$ cat config.mk
export PLATFORM = sky130hd
export DESIGN_NAME = median_img_ctrl
export DESIGN_NICKNAME = d
export VERILOG_FILES = /design/src/rtl/median_img_pkg.sv /design/src/rtl/median_img_addr.sv /design/src/rtl/median_img_ctrl.sv
export SDC_FILE = /design/constraint.sdc
export NUM_CORES = 1
export LEC_CHECK = 0
export ABC_AREA = 0
export BUFFER_PORTS_ARGS = -buffer_cell sky130_fd_sc_hd__buf_2
export CAP_MARGIN = 20
export CORE_ASPECT_RATIO = 1.1
export CORE_UTILIZATION = 48
export CTS_CLUSTER_DIAMETER = 100
export DETAILED_ROUTE_END_ITERATION = 8
export PLACE_DENSITY = 0.7
export SETUP_SLACK_MARGIN = 0.3
export SYNTH_ARGS = -nofsm -noshare
export SYNTH_HDL_FRONTEND = slang
export SYNTH_SLANG_ARGS = --single-unit
export TNS_END_PERCENT = 100
$ cat constraint.sdc
create_clock -name CLK -period 4.35 [get_ports CLK]
set_clock_uncertainty 0.2 [all_clocks]
set_input_delay 0.87 -clock CLK [delete_from_list [all_inputs] [get_ports CLK]]
set_output_delay 0.87 -clock CLK [all_outputs]
set_load 0.005 [all_outputs]
$ cat src/rtl/median_img_pkg.sv
// Shared constants and the controller state encoding for the median image filter controller.
package median_img_pkg;

  localparam int SIZE_DEF     = 8;
  localparam int W_DEF        = 16;
  localparam int H_DEF        = 16;
  localparam int ADDR_W_DEF   = 10;
  localparam int DST_BASE_DEF = 256;

  typedef enum logic [2:0] {
    IDLE   = 3'd0,
    FETCH  = 3'd1,
    WAIT   = 3'd2,
    WRITE  = 3'd3,
    BRD_RD = 3'd4,
    BRD_WR = 3'd5,
    FIN    = 3'd6
  } state_t;

endpackage

$ cat src/rtl/median_img_addr.sv
// Raster position counters (x, y, y*W row offset) and 3x3 window address generation.
module median_img_addr
  import median_img_pkg::*;
#(
  parameter int W      = W_DEF,
  parameter int H      = H_DEF,
  parameter int ADDR_W = ADDR_W_DEF
) (
  input  logic              clk,
  input  logic              nrst,
  input  logic              clr,
  input  logic              adv,
  input  logic [3:0]        k,
  output logic [ADDR_W-1:0] pix_addr,
  output logic [ADDR_W-1:0] win_addr,
  output logic              last,
  output logic              next_border
);

  localparam logic [ADDR_W-1:0] X_MAX = ADDR_W'(W - 1);
  localparam logic [ADDR_W-1:0] Y_MAX = ADDR_W'(H - 1);
  localparam logic [ADDR_W-1:0] ROW   = ADDR_W'(W);
  localparam logic [ADDR_W-1:0] ONE   = ADDR_W'(1);

  logic [ADDR_W-1:0] x_r, y_r, row_r;
  logic [ADDR_W-1:0] nx_s, ny_s, wrow_s, wcol_s;
  logic              x_end_s;

  assign x_end_s     = (x_r == X_MAX);
  assign last        = x_end_s && (y_r == Y_MAX);
  assign pix_addr    = row_r + x_r;
  assign next_border = (nx_s == '0) || (nx_s == X_MAX) || (ny_s == '0) || (ny_s == Y_MAX);

  // Position of the pixel that follows the current one in raster order.
  always_comb begin
    nx_s = x_r + ONE;
    ny_s = y_r;
    if (x_end_s) begin
      nx_s = '0;
      ny_s = y_r + ONE;
    end else begin
      nx_s = x_r + ONE;
      ny_s = y_r;
    end
  end

  // Counters; the row offset steps by W on each wrap so no multiplier is needed.
  always_ff @(posedge clk) begin
    if (!nrst || clr) begin
      x_r   <= '0;
      y_r   <= '0;
      row_r <= '0;
    end else if (adv) begin
      x_r   <= nx_s;
      y_r   <= ny_s;
      row_r <= x_end_s ? (row_r + ROW) : row_r;
    end
  end

  // Window element k, row-major from (x-1, y-1) to (x+1, y+1).
  always_comb begin
    wrow_s = row_r;
    wcol_s = x_r;
    case (k)
      4'd0, 4'd1, 4'd2: wrow_s = row_r - ROW;
      4'd6, 4'd7, 4'd8: wrow_s = row_r + ROW;
      default:          wrow_s = row_r;
    endcase
    case (k)
      4'd0, 4'd3, 4'd6: wcol_s = x_r - ONE;
      4'd2, 4'd5, 4'd8: wcol_s = x_r + ONE;
      default:          wcol_s = x_r;
    endcase
    win_addr = wrow_s + wcol_s;
  end

endmodule

$ cat src/rtl/median_img_ctrl.sv
// Whole-image 3x3 median filter sequencer: copies border pixels and streams each
// interior window through an external median unit, writing results at DST_BASE.
module median_img_ctrl
  import median_img_pkg::*;
#(
  parameter int SIZE     = SIZE_DEF,
  parameter int W        = W_DEF,
  parameter int H        = H_DEF,
  parameter int ADDR_W   = ADDR_W_DEF,
  parameter int DST_BASE = DST_BASE_DEF
) (
  input  logic              CLK,
  input  logic              nRST,
  input  logic              START,
  output logic              BUSY,
  output logic              DONE,
  output logic [ADDR_W-1:0] RADDR,
  input  logic [SIZE-1:0]   RDATA,
  output logic              WE,
  output logic [ADDR_W-1:0] WADDR,
  output logic [SIZE-1:0]   WDATA,
  output logic [SIZE-1:0]   MDI,
  output logic              MDSI,
  input  logic [SIZE-1:0]   MDO,
  input  logic              MDSO
);

  localparam logic [ADDR_W-1:0] DST_A = ADDR_W'(DST_BASE);

  state_t            state_r, state_s;
  logic [3:0]        k_r;
  logic [SIZE-1:0]   res_r;
  logic              clr_s, adv_s, last_s, next_border_s;
  logic [ADDR_W-1:0] pix_s, win_s;

  median_img_addr #(.W(W), .H(H), .ADDR_W(ADDR_W)) u_addr (
    .clk         (CLK),
    .nrst        (nRST),
    .clr         (clr_s),
    .adv         (adv_s),
    .k           (k_r),
    .pix_addr    (pix_s),
    .win_addr    (win_s),
    .last        (last_s),
    .next_border (next_border_s)
  );

  // State, window counter and captured median result.
  always_ff @(posedge CLK) begin
    if (!nRST) begin
      state_r <= IDLE;
      k_r     <= 4'd0;
      res_r   <= '0;
    end else begin
      state_r <= state_s;
      if (state_r == FETCH) begin
        k_r <= (k_r == 4'd9) ? 4'd0 : (k_r + 4'd1);
      end else begin
        k_r <= 4'd0;
      end
      if ((state_r == WAIT) && MDSO) begin
        res_r <= MDO;
      end
    end
  end

  // Next state; MDSO is only looked at in WAIT since the filter holds a stale valid level.
  always_comb begin
    state_s = state_r;
    clr_s   = 1'b0;
    adv_s   = 1'b0;
    case (state_r)
      IDLE: begin
        if (START) begin
          state_s = BRD_RD;
          clr_s   = 1'b1;
        end else begin
          state_s = IDLE;
        end
      end
      BRD_RD: state_s = BRD_WR;
      BRD_WR, WRITE: begin
        if (last_s) begin
          state_s = FIN;
        end else begin
          adv_s   = 1'b1;
          state_s = next_border_s ? BRD_RD : FETCH;
        end
      end
      FETCH: begin
        if (k_r == 4'd9) state_s = WAIT;
        else             state_s = FETCH;
      end
      WAIT: begin
        if (MDSO) state_s = WRITE;
        else      state_s = WAIT;
      end
      FIN:     state_s = IDLE;
      default: state_s = IDLE;
    endcase
  end

  // Output decode from the registered state and counters.
  always_comb begin
    BUSY  = (state_r != IDLE);
    DONE  = 1'b0;
    WE    = 1'b0;
    MDSI  = 1'b0;
    RADDR = '0;
    WADDR = '0;
    WDATA = '0;
    MDI   = '0;
    case (state_r)
      BRD_RD: RADDR = pix_s;
      BRD_WR: begin
        WE    = 1'b1;
        WADDR = DST_A + pix_s;
        WDATA = RDATA;
      end
      FETCH: begin
        if (k_r <= 4'd8) RADDR = win_s;
        else             RADDR = '0;
        if (k_r != 4'd0) begin
          MDSI = 1'b1;
          MDI  = RDATA;
        end else begin
          MDSI = 1'b0;
          MDI  = '0;
        end
      end
      WRITE: begin
        WE    = 1'b1;
        WADDR = DST_A + pix_s;
        WDATA = res_r;
      end
      FIN:     DONE = 1'b1;
      default: BUSY = (state_r != IDLE);
    endcase
  end

endmodule

==> metrics.txt, run 1 <==
Cell Rows 33; met1 usage 0.332; die height 93.9 um; pwr dens 189 mW/mm^2; Detailed Place HPWL 7160 um; synth warn 0; met2 usage 0.435; Sw Ratio 0.287; Yosys cell types 68; drt first-iter violations 207; CTS Hold Bufs 0; critical path fanouts, max 6; vias 3722; Min Hold Slack 276 ps; synth cell count leaders nor2_1 (56), dfxtp_1 (41), nand2_1 (37), nor2b_1 (23); largest net degree at the start of global routing 27; grt met3 use 0.0378; Net Sw Power 0.244 mW; Clock Tree Buf Depth 2; clock slew seen by the registers of the worst setup and hold paths 80 ps; DIE AREA 0.00804 sq mm; Worst Setup Start Kind flop; drt pass-1 iters 5; LEAKAGE 1.84 nW; first-pass GRT wire length 16600 um; Final period util 0.945; Initial Utilization 0.496; die width 85.6 um; Area contributors post-synth dfxtp_1 (22%), ha_1 (6.4%), nor2_1 (5.7%), xnor2_1 (5.0%), xor2_1 (5.0%); PortBufs 59; Setup crit end kind primary output; Max transition margin 0.196; CTS sink cnt 41; main flop type after synthesis dfxtp_1; RSZ-0062 raised after global routing yes; total negative slack 0 ps; I/O pin count 60; ant diodes 0; GRT overflow 0; CP arrival 3040 ps; clock network power share 0.343; leading area contributor after synthesis dfxtp_1; Worst EP required 3280 ps; Hold Fails Final Rpt 0; most instantiated library cell after synthesis nor2_1; Post-synth EDFFs 0; Area Growth Syn to Fin 21.7%; root buffer cell clkbuf_8; Pins Over Slew Limit 0; Post-Syn Instances 480; gp weighted congestion 0.888; total power draw 0.850 mW; number of global-route vias before repair 3465; clk_lat worst skew 310 ps; FF+latch count, synth 41; busiest grt layer met2; combinational share of power 0.206; status completed; Worst VDD drop 0.202 mV; Fillers 667; P_int 0.606 mW; post-synth top area share 0.223; layout cells sized above 1 0.278; Avg WL per Cell 16.0 um; Post-Syn Nets 521; CTS buffer count 5; synthesized area 0.00369 sq mm; worst min path class flop to flop; average size of a mapped cell 7.68 sq um; Setup violations, final 0; antenna violations before repair 0; gr usage total 0.259; fin nets 584; sequential fraction of the synthesis area 0.223; H-tree levels 2; Crit Path Class flop to primary output; Post-DRT Antenna Nets 0; Core Box Area 0.00743 sq mm; WL final 10100 um; Flop pwr share 0.451; worst-margin pin slew 1200 ps; Max Clock Freq 243 MHz; total of max-cap violations 0; Via density 5.90; DRC 0; Final min period 4110 ps; TritonCTS clock tree done; Post-synth ARST share 0
-- metal layers --
| metal | part of all wire | vias to the layer above | wire, um |
|---|---|---|---|
| li1 | - | 1820 | - |
| met1 | 0.43 | 1769 | 4370 |
| met2 | 0.49 | 109 | 4920 |
| met3 | 0.048 | 24 | 488 |
| met4 | 0.029 | 0 | 293 |
| met5 | 0 | - | 0 |
-- worst paths after layout --
path | startpoint | end | slack, ps | cells after the start
max | k_r[0] | RADDR[8] | 240 | 16
min | k_r[0] | k_r[0] | 280 | 1
max reg2reg | state_r[1] | u_addr.y_r[9] | 910 | 6
min reg2reg | k_r[0] | k_r[0] | 280 | 1
-- timing repair --
item / 4_1_cts / 5_1_grt
gates resized for setup: 51 / 8
setup buffers: 15 / 2
pin swaps: 21 / 6
setup endpoints to repair: 5 / 5
-- sequential cells by signal, indices dropped and copies added, names as in the netlist --
name          flops
k_r               4
res_r             8
state_r           3
u_addr.row_r      6
u_addr.x_r       10
u_addr.y_r       10
-- cell type report --
| cell class | instances | area, sq um | area share |
|---|---|---|---|
| clock buffer | 7 | 96.3 | 0.0215 |
| clock inverter | 1 | 8.76 | 0.00195 |
| inverter | 20 | 80.1 | 0.0178 |
| multi-input combinational | 384 | 2810 | 0.626 |
| sequential | 41 | 837 | 0.187 |
| tap | 87 | 109 | 0.0243 |
| timing repair buffer | 91 | 547 | 0.122 |
-- critical path, cell delays in order, from the launching register on --
cell and delay [ps]:
dfxtp_4 370, inv_4 80, ha_4 170, nor2b_2 60, nor3_2 320, buf_4 230
a22oi_2 100, a31oi_4 200, ha_2 200, inv_1 50, fa_2 340, inv_1 60
a21o_1 120, a21oi_2 60, xor2_1 160, o21ai_1 100, buf_2 130
-- power groups by stage --
stage | Combinational, mW | Clock [mW] | Sequential [mW]
after floorplan | 0.0993 | 0 | 0.389
after global placement | 0.140 | 0 | 0.394
after detailed placement | 0.142 | 0 | 0.394
after CTS | 0.166 | 0.301 | 0.383
after global routing | 0.191 | 0.315 | 0.384
final | 0.175 | 0.292 | 0.383
-- logic make-up after synthesis --
| group | Yosys count | share of synthesized area |
|---|---|---|
| compound gates | 104 | 0.198 |
| xor+xnor | 43 | 0.106 |
| fa+ha+maj | 21 | 0.0753 |
| buf+inv | 55 | 0.0668 |
| flops | 41 | 0.223 |
| mux | 14 | 0.0383 |
| simple gates | 202 | 0.293 |
-- per-stage QoR --
| stage | utilization | worst slack (ps) | instance area [sq um] | instances |
|---|---|---|---|---|
| 6_report | 0.604 | 237 | 4490 | 631 |
| 4_1_cts | 0.597 | 305 | 4430 | 629 |
| 5_1_grt | 0.604 | 83.7 | 4490 | 631 |
| 3_3_place_gp | 0.543 | 294 | 4030 | 606 |
| 2_1_floorplan | - | 385 | 3690 | 480 |
| 3_5_place_dp | 0.543 | 144 | 4030 | 606 |
-- placed cells by master (no fill, tap or decap), drive strengths merged, types with 5 or more instances in the layout --
| cell | n |
|---|---|
| clkbuf | 7 |
| a22oi | 11 |
| and2 | 13 |
| nand2 | 37 |
| xor2 | 21 |
| ha | 19 |
| a21o | 7 |
| nor2 | 56 |
| nor3 | 13 |
| nor2b | 23 |
| o22ai | 7 |
| or3 | 7 |
| nand3 | 9 |
| mux2i | 13 |
| a21oi | 18 |
| nor4 | 5 |
| dfxtp | 41 |
| nand4 | 13 |
| and3 | 8 |
| o21ai | 17 |
| xnor2 | 21 |
| buf | 91 |
| inv | 21 |
| a31oi | 8 |
(Power assumes the default switching activity.)
==> run 2: changes to the inputs <==
==> constraint.sdc (replaced) <==
create_clock -name CLK -period 5.3 [get_ports CLK]
set_clock_uncertainty 0.2 [all_clocks]
set_input_delay 1.06 -clock CLK [delete_from_list [all_inputs] [get_ports CLK]]
set_output_delay 1.06 -clock CLK [all_outputs]
set_load 0.005 [all_outputs]
==> run 2 against run 1 <==
Against the previous run:
- the run now ends with design-rule violations left
- cell area fell by 9.8%
- global-route usage fell by 2.6 points
- sequential power is 17% lower
- critical path depth is 1 lower
- total power shrank 24%
- setup slack gained 380 ps
- critical path type unchanged
- highest routed layer unchanged
==> metrics.txt, run 2 (synthesis results as in run 1) <==
Worst EP required 4040 ps (+760 ps); die height 93.9 um (unchanged); Cell Rows 33 (unchanged); area of the multi-input gates 0.00265 sq mm (-5.7%); worst-path cell chain inv_1 > ha_1 > mux2i_1 > o21ai_0 > buf_4 > a221oi_1 > a41oi_1 > ha_1 > a21o_1 > a21oi_2 > o21bai_1 > a21oi_1 > xnor3_1 > o22ai_2 > buf_2; Worst VDD drop 0.101 mV (-50%); Area Growth Syn to Fin 9.74%; vias 3451 (-7.3%); largest net degree at the start of global routing 27 (unchanged); Hold Fails Final Rpt 0 (unchanged); Max Clock Freq 214 MHz; total negative slack 0 ps (unchanged); Final period util 0.883; Net Sw Power 0.191 mW (-22%); top flop regs u_addr.x_r (10), u_addr.y_r (10), res_r (8); Setup violations, final 0 (unchanged); clock network power share 0.331 (-0.012); LEAKAGE 1.66 nW (-9.8%); CTS sink cnt 41 (unchanged); WL final 9150 um (-9.2%); combinational share of power 0.179 (-0.027); Core Box Area 0.00743 sq mm (unchanged); Via density 5.75 (-2.5%); Clock Tree Buf Depth 2 (unchanged); clock slew seen by the registers of the worst setup and hold paths 90 ps (about the same); I/O pin count 60 (unchanged); failing checks design-rule violations; Reg2Reg Depth 6 (unchanged); WHS Path Cells 1 (unchanged); antenna violations before repair 0 (unchanged); total of max-cap violations 0 (unchanged); DRC 2 (+2); Initial Utilization 0.496 (unchanged); number of global-route vias before repair 3114 (-10%); Setup crit end kind primary output; worst setup margin 618 ps (+380 ps); fin nets 553 (-5.3%); die width 85.6 um (unchanged); # resized after CTS 0 (-100%); drt first-iter violations 297 (+43%); Crit Path Class flop to primary output; gr usage total 0.233 (-0.0264); setup bufs post-CTS 0 (-15); Slowest Stage Delay on Critical Path 400 ps (+30 ps); Max transition margin 0.279 (+0.0832); H-tree levels 2 (unchanged); Slowest cell on crit path dfxtp_1; most frequent cells in the layout buf_2 (59), nor2_1 (56), dfxtp_1 (40), nand2_1 (37), nor2b_1 (23); worst-margin pin slew 1070 ps (-124 ps); P_int 0.456 mW (-25%); layout cells sized above 1 0.172 (-0.106); GRT overflow 0 (unchanged); Fillers 725 (+8.7%); gp weighted congestion 0.900 (+1.3%); Pins Over Slew Limit 0 (unchanged); CP most frequent cell ha_1; RSZ-0062 raised after global routing no; CP arrival 3420 ps (+380 ps); Avg WL per Cell 15.2 um (-4.5%); Final min period 4680 ps; Seq. cell area 822 sq um (-1.8%); TritonCTS clock tree done; CTS buffer count 5 (unchanged); PortBufs 59 (unchanged); Sw Ratio 0.295 (+0.00806); worst min path class flop to flop; status finished, violations left; DIE AREA 0.00804 sq mm (unchanged); first-pass GRT wire length 14900 um (-10%); Detailed Place HPWL 6810 um (-4.9%); pre-CTS WS 817 ps (+673 ps); most common library cell in the layout ignoring fill and taps buf_2; ant diodes 0 (unchanged); CTS Hold Bufs 0 (unchanged); critical path fanouts, max 14 (+8); root buffer cell clkbuf_8; drt pass-1 iters 7 (+2); Worst Setup Start Kind flop; clk_lat worst skew 300 ps (about the same); Post-DRT Antenna Nets 0 (unchanged); pwr dens 160 mW/mm^2 (-16%); Flop pwr share 0.490 (+0.039)
run 2: cell types whose count changed in the layout (fill, tap and decap cells not counted), sizes merged:
cell / change
clkinv: +1
buf: -31
clkbuf: -2
clkinvlp: +1
run 2: worst max-delay path, delay by kind of cell (launching register included):
| family | cells | cell delay, ps |
|---|---|---|
| adder cells (fa/ha/maj) | 2 | 630 |
| XOR/XNOR | 1 | 240 |
| AO/OA/AOI/OAI | 8 | 1210 |
| flip-flops | 1 | 400 |
| multiplexers | 1 | 200 |
| buffers and inverters | 3 | 440 |
run 2: stage by stage:
step	util	instance area (sq um)	hold slack [ps]	total power [mW]	cells
2_1_floorplan	-	3690	245	0.401	480
3_3_place_gp	0.529	3930	261	0.435	592
3_5_place_dp	0.529	3930	275	0.436	592
4_1_cts	0.541	4020	297	0.649	600
5_1_grt	0.545	4050	324	0.680	600
6_report	0.545	4050	296	0.646	600
run 2: power groups by stage:
stage / registers, mW / clock network [mW] / logic, mW
floorplan: 0.319 / 0 / 0.0815
global placement: 0.323 / 0 / 0.111
detailed placement: 0.324 / 0 / 0.112
CTS: 0.317 / 0.220 / 0.113
global route: 0.318 / 0.233 / 0.129
finish: 0.317 / 0.214 / 0.116
run 2: area by class of cell:
| type | count | share of cell area |
|---|---|---|
| Clock inverter | 3 | 0.00526 |
| Inverter | 20 | 0.0185 |
| Sequential cell | 41 | 0.203 |
| Tap cell | 87 | 0.0269 |
| Clock buffer | 5 | 0.0170 |
| Timing Repair Buffer | 60 | 0.0748 |
| Multi-Input combinational cell | 384 | 0.654 |
run 2: routing by layer:
| metal | GRT usage | wire length [um] | vias to the layer above |
|---|---|---|---|
| li1 | - | - | 1763 |
| met1 | 0.314 | 4210 | 1613 |
| met2 | 0.383 | 4490 | 67 |
| met3 | 0.0404 | 358 | 8 |
| met4 | 0.0597 | 90 | 0 |
| met5 | 0 | 0 | - |
run 2: worst paths after layout:
path / startpoint / end / slack [ps]
hold reg to reg: k_r[0] / k_r[0] / 300
hold / removal: k_r[0] / k_r[0] / 300
setup / recovery: k_r[0] / RADDR[9] / 620
setup reg to reg: state_r[2] / u_addr.y_r[9] / 1870
==> run 3: changes to the inputs <==
--- a/config.mk
+++ b/config.mk
@@ -16,5 +16,6 @@
 export SETUP_SLACK_MARGIN = 0.3
 export SYNTH_ARGS = -nofsm -noshare
 export SYNTH_HDL_FRONTEND = slang
+export SYNTH_HIERARCHICAL = 1
 export SYNTH_SLANG_ARGS = --single-unit
 export TNS_END_PERCENT = 100
==> run 3 against run 2 <==
Against the previous run:
- the run still ends with design-rule violations left
- sequential cell count unchanged
- combinational power about the same
- routed wire length down 4.3%
- largest power group unchanged
- setup slack worse by 51 ps
- critical endpoint unchanged
- fmax down 1.1%
==> metrics.txt, run 3 <==
root buffer cell clkbuf_8; Setup violations, final 0 (unchanged); Cell Rows 32 (-3.0%); top flop regs u_addr/x_r (10), u_addr/y_r (10), res_r (8); dpl cells 579 (-2.2%); die height 92.4 um (-1.6%); Post-synth EDFFs 0 (unchanged); Post-Syn Instances 467 (-2.7%); failing checks design-rule violations; WL final 8760 um (-4.3%); antenna violations before repair 0 (unchanged); total negative slack 0 ps (unchanged); most frequent cells in the layout buf_2 (59), nor2_1 (51), dfxtp_1 (40), xnor2_1 (27), nand2_1 (27); Slowest Stage Delay on Critical Path 510 ps (+110 ps); Hold Fails Final Rpt 0 (unchanged); Clock Tree Buf Depth 2 (unchanged); fin cells 587 (-2.2%); first-pass GRT wire length 14700 um (-0.83%); clk_lat worst skew 300 ps (about the same); CTS sink cnt 41 (unchanged); die width 84.2 um (-1.6%); status finished, violations left; most instantiated library cell after synthesis nor2_1; vias 3386 (-1.9%); CP most frequent cell xnor2_1; Initial Utilization 0.504 (+0.00723); Setup crit end kind primary output; area of the multi-input gates 0.00249 sq mm (-5.8%); Min Hold Slack 332 ps (+36.3 ps); fin nets 542 (-2.0%); average size of a mapped cell 7.64 sq um (-0.56%); drt first-iter violations 191 (-36%); Crit Path Class flop to primary output; I/O pin count 60 (unchanged); Final period util 0.893 (+0.00961); gr usage total 0.233 (+0.000762); fin area 0.00394 sq mm (-2.6%); Yosys cell types 59 (-13%); DP Area 0.00383 sq mm (-2.5%); GRT overflow 0 (unchanged); post-synth top area share 0.230 (+0.00749); RSZ-0062 raised after global routing yes; Worst Setup Start Kind flop; CTS Hold Bufs 0 (unchanged); Core Box Area 0.00709 sq mm (-4.6%); Worst EP required 4040 ps (about the same); worst path bufs/invs 1 (-2); gp weighted congestion 0.913 (+1.4%); pre-CTS WS 628 ps (-189 ps); main flop type after synthesis dfxtp_1; worst setup margin 567 ps (-50.9 ps); Pins Over Slew Limit 0 (unchanged); leading area contributor after synthesis dfxtp_1; DRC 8 (+6); Avg WL per Cell 14.9 um (-2.1%); clock slew seen by the registers of the worst setup and hold paths 80 ps (about the same); ant diodes 0 (unchanged); Slowest cell on crit path dfxtp_1; largest net degree at the start of global routing 27 (unchanged); total of max-cap violations 0 (unchanged); DIE AREA 0.00778 sq mm (-3.2%); LEAKAGE 1.64 nW (-0.86%); worst min path class flop to flop; Area contributors post-synth dfxtp_1 (23%), xnor2_1 (6.6%), ha_1 (6.3%), nor2_1 (5.4%), xor2_1 (5.2%); TritonCTS clock tree done; synth warn 6 (+6); Fillers 697 (-3.9%); Post-synth ARST share 0 (unchanged); Final min period 4730 ps (+50.9 ps); PortBufs 59 (unchanged); synthesized area 0.00357 sq mm (-3.3%); Area Growth Syn to Fin 10.5%; Via density 5.77 (+0.29%); layout cells sized above 1 0.157 (-0.0142); drt pass-1 iters 7 (unchanged); Seq. cell area 822 sq um (unchanged); worst-margin pin slew 852 ps (-222 ps); worst-path cell chain ha_1 > nand3_1 > nor3_4 > and2_1 > o22ai_1 > xnor2_1 > ha_1 > a21oi_1 > o21ai_0 > xnor2_1 > xnor2_1 > a22o_1 > buf_2; FF+latch count, synth 41 (unchanged); number of global-route vias before repair 3097 (-0.55%); Max Clock Freq 211 MHz (-1.1%); Detailed Place HPWL 6470 um (-4.9%); synth cell count leaders nor2_1 (51), dfxtp_1 (41), nand2_1 (27), xnor2_1 (27), inv_1 (26); CP top delay family simple AND/OR/NAND/NOR gates; Post-Syn Nets 507 (-2.7%); critical path fanouts, max 10 (-4); Worst VDD drop 0.102 mV (+1.1%); Post-DRT Antenna Nets 0 (unchanged); sequential fraction of the synthesis area 0.230 (+0.00749); most common library cell in the layout ignoring fill and taps buf_2; H-tree levels 2 (unchanged); CTS buffer count 5 (unchanged); Max transition margin 0.431 (+0.152); CP arrival 3470 ps (+50 ps); pwr dens 161 mW/mm^2 (+1.0%)
## run 3: final cells by class
cell class	count	area share
clock buffer	6	0.0184
clock inverter	1	0.00222
inverter	26	0.0248
multi-input combinational	364	0.633
sequential	41	0.209
tap	85	0.0270
timing repair buffer	64	0.0863
## run 3: where the power goes
group / internal [mW] / leakage [nW] / switching (mW)
clock network: 0.0913 / 0.0412 / 0.111
registers: 0.310 / 0.331 / 0.00896
logic: 0.0546 / 1.27 / 0.0600
## run 3: per-stage QoR
stage                     power, mW  utilization
after CTS                     0.639        0.552
after global placement        0.436        0.540
after detailed placement      0.438        0.540
after floorplan               0.403            -
final                         0.636        0.556
after global routing          0.666        0.556
## run 3: routing by layer
| metal | track usage | wire [um] | vias up |
|---|---|---|---|
| met5 | 0 | 0 | - |
| met4 | 0.0848 | 176 | 0 |
| met3 | 0.0348 | 406 | 16 |
| met2 | 0.397 | 4260 | 82 |
| met1 | 0.300 | 3920 | 1595 |
| li1 | - | - | 1693 |
## run 3: worst min-delay path, cell delays in order (launching register included)
cell and delay, ps:
dfxtp_1 320, mux2i_1 120, nor2b_1 50
## run 3: worst paths after layout
| check | startpoint | endpoint | slack (ps) | cells past startpoint |
|---|---|---|---|---|
| worst max-delay path | u_addr/x_r[1] | RADDR[9] | 570 | 13 |
| worst max register to register | u_addr/x_r[1] | u_addr/y_r[9] | 1410 | 11 |
| worst min-delay path | res_r[7] | res_r[7] | 330 | 2 |
| worst min register to register | res_r[7] | res_r[7] | 330 | 2 |
## run 3: cell families after synthesis
logic type / synth area share
buffers and inverters: 0.0771
DFF: 0.230
adders and majority gates: 0.0743
muxes: 0.0281
AOI/OAI and AO/OA: 0.195
xor gates and xnor gates: 0.118
and+or+nand+nor: 0.278
## run 3: timing repair
item                       4_1_cts  5_1_grt
hold endpoints to repair         0        0
setup buffers                    0        0
gates resized for setup          1        3
setup endpoints to repair        1        2
